[config.mk]
export PLATFORM = sky130hd
export DESIGN_NAME = pipeline_valid_ctrl
export DESIGN_NICKNAME = d
export VERILOG_FILES = /design/src/rtl/pipeline_valid_ctrl.sv
export SDC_FILE = /design/constraint.sdc
export NUM_CORES = 1
export LEC_CHECK = 0
export ABC_AREA = 0
export CAP_MARGIN = 25
export CORE_MARGIN = 2
export CORE_UTILIZATION = 51
export CTS_CLUSTER_SIZE = 16
export DETAILED_ROUTE_END_ITERATION = 10
export MAX_ROUTING_LAYER = met4
export PLACE_DENSITY = 0.82
export SLEW_MARGIN = 20
export SYNTH_ARGS = -nofsm -noshare
export SYNTH_HDL_FRONTEND = slang
export SYNTH_SLANG_ARGS = --single-unit
[constraint.sdc]
create_clock -name clk -period 17 [get_ports clk]
set_input_delay 3.4 -clock clk [delete_from_list [all_inputs] [get_ports clk]]
set_output_delay 3.4 -clock clk [all_outputs]
set_load 0.005 [all_outputs]
[src/rtl/pipeline_valid_ctrl.sv]
`default_nettype none
// ============================================================================
// Module      : pipeline_valid_ctrl
// Description : Pipeline valid/PC controller. Applies hazard-unit kill, stall
//               and redirect requests to per-stage valid bits, the fetch PC
//               and per-stage PCs. Also keeps the mcycle/minstret counters.
// Revision    : 1.0 - initial release
// ============================================================================
module pipeline_valid_ctrl #(
  parameter logic [31:0] RESET_PC = 32'h0000_0000,
  parameter int          PC_STEP  = 4
) (
  input  logic        clk,
  input  logic        reset,
  input  logic        set_invalid_IF,
  input  logic        set_invalid_ID,
  input  logic        set_invalid_EX,
  input  logic        set_invalid_MEM,
  input  logic        stop_IF,
  input  logic        stop_ID,
  input  logic        took_branch,
  input  logic [31:0] branch_target,
  input  logic        any_excep,
  input  logic [31:0] trap_vector,
  input  logic        ret,
  input  logic [31:0] ret_target,
  input  logic        imem_ready,
  input  logic        dmem_busy,
  output logic [31:0] PC_IF,
  output logic [31:0] ID_PC,
  output logic [31:0] EX_PC,
  output logic [31:0] MEM_PC,
  output logic        ID_invalid,
  output logic        EX_invalid,
  output logic        MEM_invalid,
  output logic        WB_invalid,
  output logic        en_IF_ID,
  output logic        en_ID_EX,
  output logic        en_EX_MEM,
  output logic        en_MEM_WB,
  output logic        retire,
  output logic [63:0] mcycle,
  output logic [63:0] minstret
);

  localparam logic [31:0] C_PC_STEP = 32'(PC_STEP);

  logic        r_if_valid;
  logic        r_id_v;
  logic        r_ex_v;
  logic        r_mem_v;
  logic        r_wb_v;
  logic [31:0] r_pc_if;
  logic [31:0] r_id_pc;
  logic [31:0] r_ex_pc;
  logic [31:0] r_mem_pc;
  logic [63:0] r_mcycle;
  logic [63:0] r_minstret;

  logic        w_freeze;
  logic        w_redirect;
  logic        w_fetch_adv;
  logic        w_retire;
  logic [31:0] w_pc_next;

  // A data-memory stall freezes every stage; redirects are held off with it.
  assign w_freeze    = dmem_busy;
  assign w_redirect  = took_branch | any_excep | ret;
  // stop_ID implies the fetch stalls as well, even if stop_IF is low.
  assign w_fetch_adv = ~stop_IF & ~stop_ID & imem_ready & r_if_valid;
  assign w_retire    = r_wb_v & ~w_freeze;

  // Next fetch PC: branch beats trap beats mret; any redirect beats a stall.
  always_comb begin
    w_pc_next = r_pc_if;
    if (took_branch) begin
      w_pc_next = branch_target;
    end else if (any_excep) begin
      w_pc_next = trap_vector;
    end else if (ret) begin
      w_pc_next = ret_target;
    end else if (w_fetch_adv) begin
      w_pc_next = r_pc_if + C_PC_STEP;
    end
  end

  // Fetch PC and IF valid; IF becomes valid on the first edge out of reset.
  always_ff @(posedge clk or posedge reset) begin
    if (reset) begin
      r_pc_if    <= RESET_PC;
      r_if_valid <= 1'b0;
    end else begin
      r_if_valid <= 1'b1;
      if (!w_freeze) begin
        r_pc_if <= w_pc_next;
      end
    end
  end

  // Stage valid bits; a held ID can still be killed, and a held ID feeds a bubble to EX.
  always_ff @(posedge clk or posedge reset) begin
    if (reset) begin
      r_id_v  <= 1'b0;
      r_ex_v  <= 1'b0;
      r_mem_v <= 1'b0;
      r_wb_v  <= 1'b0;
    end else if (!w_freeze) begin
      r_wb_v  <= r_mem_v & ~set_invalid_MEM;
      r_mem_v <= r_ex_v & ~set_invalid_EX;
      r_ex_v  <= r_id_v & ~set_invalid_ID & ~stop_ID;
      if (stop_ID) begin
        r_id_v <= r_id_v & ~set_invalid_ID;
      end else begin
        r_id_v <= r_if_valid & imem_ready & ~stop_IF & ~set_invalid_IF & ~w_redirect;
      end
    end
  end

  // Per-stage PCs follow their register enables; bubbles carry a stale PC.
  always_ff @(posedge clk or posedge reset) begin
    if (reset) begin
      r_id_pc  <= 32'h0;
      r_ex_pc  <= 32'h0;
      r_mem_pc <= 32'h0;
    end else if (!w_freeze) begin
      if (!stop_ID) begin
        r_id_pc <= r_pc_if;
      end
      r_ex_pc  <= r_id_pc;
      r_mem_pc <= r_ex_pc;
    end
  end

  // Cycle counter runs through freezes; retired count follows retire.
  always_ff @(posedge clk or posedge reset) begin
    if (reset) begin
      r_mcycle   <= 64'h0;
      r_minstret <= 64'h0;
    end else begin
      r_mcycle <= r_mcycle + 64'd1;
      if (w_retire) begin
        r_minstret <= r_minstret + 64'd1;
      end
    end
  end

  assign PC_IF       = r_pc_if;
  assign ID_PC       = r_id_pc;
  assign EX_PC       = r_ex_pc;
  assign MEM_PC      = r_mem_pc;
  assign ID_invalid  = ~r_id_v;
  assign EX_invalid  = ~r_ex_v;
  assign MEM_invalid = ~r_mem_v;
  assign WB_invalid  = ~r_wb_v;
  assign en_IF_ID    = ~w_freeze & ~stop_ID;
  assign en_ID_EX    = ~w_freeze;
  assign en_EX_MEM   = ~w_freeze;
  assign en_MEM_WB   = ~w_freeze;
  assign retire      = w_retire;
  assign mcycle      = r_mcycle;
  assign minstret    = r_minstret;

endmodule
`default_nettype wire

=== Word level (Yosys, flattened, before mapping) ===
Cells that the tools add are included.

* Logic and storage cells: 49
* Flip-flop bits (word level): 261
* Output and inout bits: 265

* Reductions and logical operators: 3
* Bitwise gates (word level): 27
* $add $sub $neg: 3
* Mux-type cells: 5

{| class="wikitable"
|+ Operator list
! kind !! number
|-
| $add 64x1->64 const B || 2
|-
| $mux 32 || 4
|-
| $add 32x3->32 const B || 1
|-
| $and 1x1->1 || 13
|-
| $not 1->1 || 12
|-
| $reduce_and 2->1 || 2
|-
| $reduce_bool 4->1 || 1
|-
| $or 1x1->1 || 2
|-
| $mux 1 || 1
|}

=== Logic depth before layout (Yosys ltp) ===
* Depth in word-level cells: 8
* Gate-level depth with buffers: 9
* Mapped depth without buffers: 6

=== Worst setup path after synthesis ===
No wires, ideal clock.

* Kind: input port to output port
* From: input port dmem_busy
* To: output port en_IF_ID
* Required time: 13600 ps
* Arrival: 4201 ps
* Stages: 3
* Buffers on the path: 2
* Slack: 9399 ps
* Cell sequence: buf_6 > nor2_1 > clkbuf_1

* Cells in the longest elaborated chain, start to end: 2

{| class="wikitable"
|+ Ends and longest elaborated chain
! element !! RTL line !! RTL
|-
| start: declaration || 28 || <nowiki>input logic dmem_busy,</nowiki>
|-
| $not 1->1 || 155 || <nowiki>assign en_IF_ID = ~w_freeze & ~stop_ID;</nowiki>
|-
| $and 1x1->1 || 155 ||
|-
| end: declaration || 37 || <nowiki>output logic en_IF_ID,</nowiki>
|}

No other way between the ends.

=== Worst setup path in the final report ===
* From: input port stop_ID
* To: output port en_IF_ID

* Cells in the longest elaborated chain, start to end: 2

{| class="wikitable"
|+ Ends and longest elaborated chain
! element !! RTL line !! RTL
|-
| start: declaration || 20 || <nowiki>input logic stop_ID,</nowiki>
|-
| $not 1->1 (no source line) || - ||
|-
| $and 1x1->1 || 155 ||
|}

No other way between the ends.

==> run summary <==
Avg WL per Cell -> 20.59 um
XOR/XNOR Fraction of Synth Area -> 9.370%
Final Hold Fails -> 0
Largest family of logic cells by synthesized area -> simple AND/OR/NAND/NOR gates
Post-route DRC violation count -> 0
Overall fraction of global-route tracks in use -> 29.97%
Fillers -> 1682
Worst hold stages -> 1
Register area share after synthesis -> 53.34%
Die Y -> 159.0 um
Gr ovfl total -> 0
Worst path required time -> 13.60 ns
Yosys top cell by area -> dfrtp_1
Synth top area share -> 53.34%
Tot Pwr -> 1818 uW
Die extent in x -> 159.0 um
Endpoints failing setup -> 0
Largest net degree at the start of global routing -> 110
Worst skew pair latency -> 0.55 ns
Clock root buffer -> clkbuf_16
Max Buffers Root-to-Sink -> 3
DR pass1 iterations -> 5
Max-cap check violation count -> 0
Area contributors post-synth -> dfrtp_1 (53%), mux2_2 (8.9%), xnor2_1 (5.1%), xor2_1 (4.2%), nand2_1 (2.9%)
Status -> finished, final reports clean
Post-synthesis instance area -> 12250 sq um
R2R cell count -> 6
Routed Antenna Nets -> 0
Mux contribution to synthesized area -> 9.247%
Hold_sp -> minstret[63]
Inserted Clock Buffers -> 29
Std-Cell Core Area -> 23540 sq um
Synthesized area per cell -> 10.95 sq um
First-pass GRT wire length -> 58890 um
Fmax -> 0.1190 GHz
Max-slew violations -> 0
Net Sw Frac -> 25.71%
Yosys reg bits -> 261
Crit Reg-Reg Startpoint -> PC_IF[2]
Reg2Reg Setup Slack -> 14.47 ns
PwrDens -> 104.7 nW/um^2
CTS clock-pin slew for the worst setup and hold paths -> 0.06 ns
Gp weighted congestion -> 0.9223
Setup Skew -> 0.01198 ns
Net Count, Synth -> 1230
Via count -> 10620
CTS tree -> yes
Final Instance Area -> 17370 sq um
Cell variety after synth -> 68
Cts hold-fix bufs -> 0
Maximum level of the CTS H-tree -> 1
I/O Pins -> 374
Placed cell areas -> 16260 sq um
Worst path arrival time -> 5.01 ns
Combinational fraction of design power -> 19.7%
Int Power -> 1351 uW
Final Cycle Share -> 49.45%
Measured slew at the worst slew-check pin -> 0.9855 ns
HP Class -> reg -> reg
Worst setup SP type -> input port
Initial Util -> 52.01%
Synth Area in Adders -> 0.3065%
Setup crit end kind -> primary output
Top FF cell, synth -> dfrtp_1
Switching pwr -> 467.6 uW
Post-synth EDFFs -> 0
CTS sink cnt -> 261
Post-synth ARST share -> 100.0%
Synth Area in Compound Gates -> 7.694%
Sequential fraction of design power -> 42.7%
Row count -> 56
Proportion of layout cells with a drive suffix above 1 -> 12.43%
WHS Endpoint -> minstret[63]
Crit Path Max Fanout -> 34
Layout area overhead -> 41.84%
Post-DP HPWL -> 26940 um
Die area -> 25270 sq um
Iteration-0 DRC Markers -> 933
Initial antenna violation count -> 4
Vias per std cell -> 5.809
Slew margin rel. -> 34.10%
Worst Hold Slack -> 0.4723 ns
Clock group share of total power -> 37.5%
Setup TNS -> 0 ns
Reg2reg end -> PC_IF[24]
# nets final -> 1595
Post-CTS Setup Inserts -> 0
Port Buffers -> 373
WL final -> 37640 um
Yosys warnings -> 0
Vias in the first global route -> 10780
Synth Area in Simple Gates -> 17.30%
Post_cts resized -> 0
Critical path class -> in -> out
VDD IR max -> 0.1214 mV
RSZ-0062 raised after global routing -> false
Cell count after synthesis -> 1118
Lkg Pwr -> 0.007274 uW
Final worst path period need -> 8.406 ns
==> layout make-up <==
| type | count | area [sq um] | area share (%) |
|---|---|---|---|
| Clock buffer | 32 | 747.0 | 4.301 |
| Sequential cell | 261 | 6531 | 37.60 |
| Multi-Input combinational cell | 776 | 5416 | 31.18 |
| Tap cell | 319 | 399.1 | 2.298 |
| Inverter | 32 | 127.6 | 0.7348 |
| Timing Repair Buffer | 383 | 3846 | 22.14 |
| Clock inverter | 21 | 291.5 | 1.678 |
| Antenna cell | 4 | 10.01 | 0.05763 |
==> logic make-up (layout without fill, tap and decap cells) <==
kind of cell,count (synthesis),count (layout)
AND/OR/NAND/NOR,400,400
flip-flops,261,261
AO/OA/AOI/OAI,140,140
XOR/XNOR,131,131
multiplexers,101,101
buffers and inverters,81,468
adder cells (fa/ha/maj),3,3
other,1,5
==> placed cells by master, fill, tap and decap left out, drive strengths merged, types with 4 or more instances in the layout <==
master | synthesis | layout
dfrtp | 261 | 261
a21oi | 26 | 26
o22ai | 13 | 13
buf | 9 | 11
nand4 | 51 | 51
inv | 30 | 31
bufinv | 0 | 7
mux2i | 4 | 4
or2 | 4 | 4
nor4 | 19 | 19
xnor2 | 72 | 72
nor2 | 71 | 71
a31oi | 11 | 11
mux2 | 97 | 97
and3 | 20 | 20
and4 | 12 | 12
o211ai | 7 | 7
o31ai | 10 | 10
nor3 | 47 | 47
clkinv | 2 | 15
a311oi | 4 | 4
diode | 0 | 4
o21ai | 30 | 30
nand2 | 93 | 93
or3 | 9 | 9
nand3 | 56 | 56
a221o | 9 | 9
and2 | 6 | 6
clkdlybuf4s50 | 0 | 372
xor2 | 59 | 59
clkbuf | 40 | 32
==> how the worst max path moves through the flow <==
stage,startpoint,end,depth (start not counted)
5_1_grt,stop_ID,en_IF_ID,4
3_3_place_gp,stop_ID,en_IF_ID,4
2_1_floorplan,reset,EX_PC[0],1
3_5_place_dp,stop_ID,en_IF_ID,4
6_report,stop_ID,en_IF_ID,4
4_1_cts,stop_ID,en_IF_ID,4
==> critical path, cell delays in order <==
cell and delay, ns:
clkdlybuf4s50_1 0.49, nor2_4 0.10, buf_4 0.41, clkdlybuf4s50_1 0.60
==> registers in the layout (all words and copies together), names as in the netlist <==
signal,count
mcycle,64
minstret,64
EX_PC,32
ID_PC,32
MEM_PC,32
PC_IF,32
r_ex_v,1
r_id_v,1
r_if_valid,1
r_mem_v,1
r_wb_v,1
==> metrics by stage <==
| step | setup WS (ns) | util (%) | instances |
|---|---|---|---|
| 2_1_floorplan | 6.417 | - | 1118 |
| 3_3_place_gp | 8.607 | 69.05 | 1769 |
| 3_5_place_dp | 8.597 | 69.05 | 1769 |
| 4_1_cts | 8.595 | 73.46 | 1822 |
| 5_1_grt | 8.532 | 73.78 | 1828 |
| 6_report | 8.594 | 73.78 | 1828 |
==> cells in the mapped netlist (10+ instances only) <==
library cell,instances
dfrtp_1,261
mux2_2,97
nand2_1,93
xnor2_1,72
nor2_1,71
xor2_1,59
nand3_1,54
nand4_1,48
nor3_1,44
clkbuf_1,39
inv_1,30
o21ai_0,30
a21oi_1,26
and3_1,19
nor4_1,17
o22ai_1,13
a31oi_1,11
and4_1,10
o31ai_1,10
==> metal layers <==
metal  global-route usage [%]  wire, um  vias up
li1                         -         -     4769
met1                    35.60     14240     5184
met2                    49.64     18410      549
met3                    6.460      3298      116
met4                    12.93      1697        0
met5                        -         0        -
==> power by group through the flow <==
stage | clock, uW | combinational, uW | sequential [uW]
2_1_floorplan | 0 | 121 | 772
3_3_place_gp | 0 | 349 | 781
3_5_place_dp | 0 | 355 | 784
4_1_cts | 690 | 359 | 776
5_1_grt | 715 | 381 | 788
6_report | 683 | 359 | 777
Power figures use the tool's default switching activity.
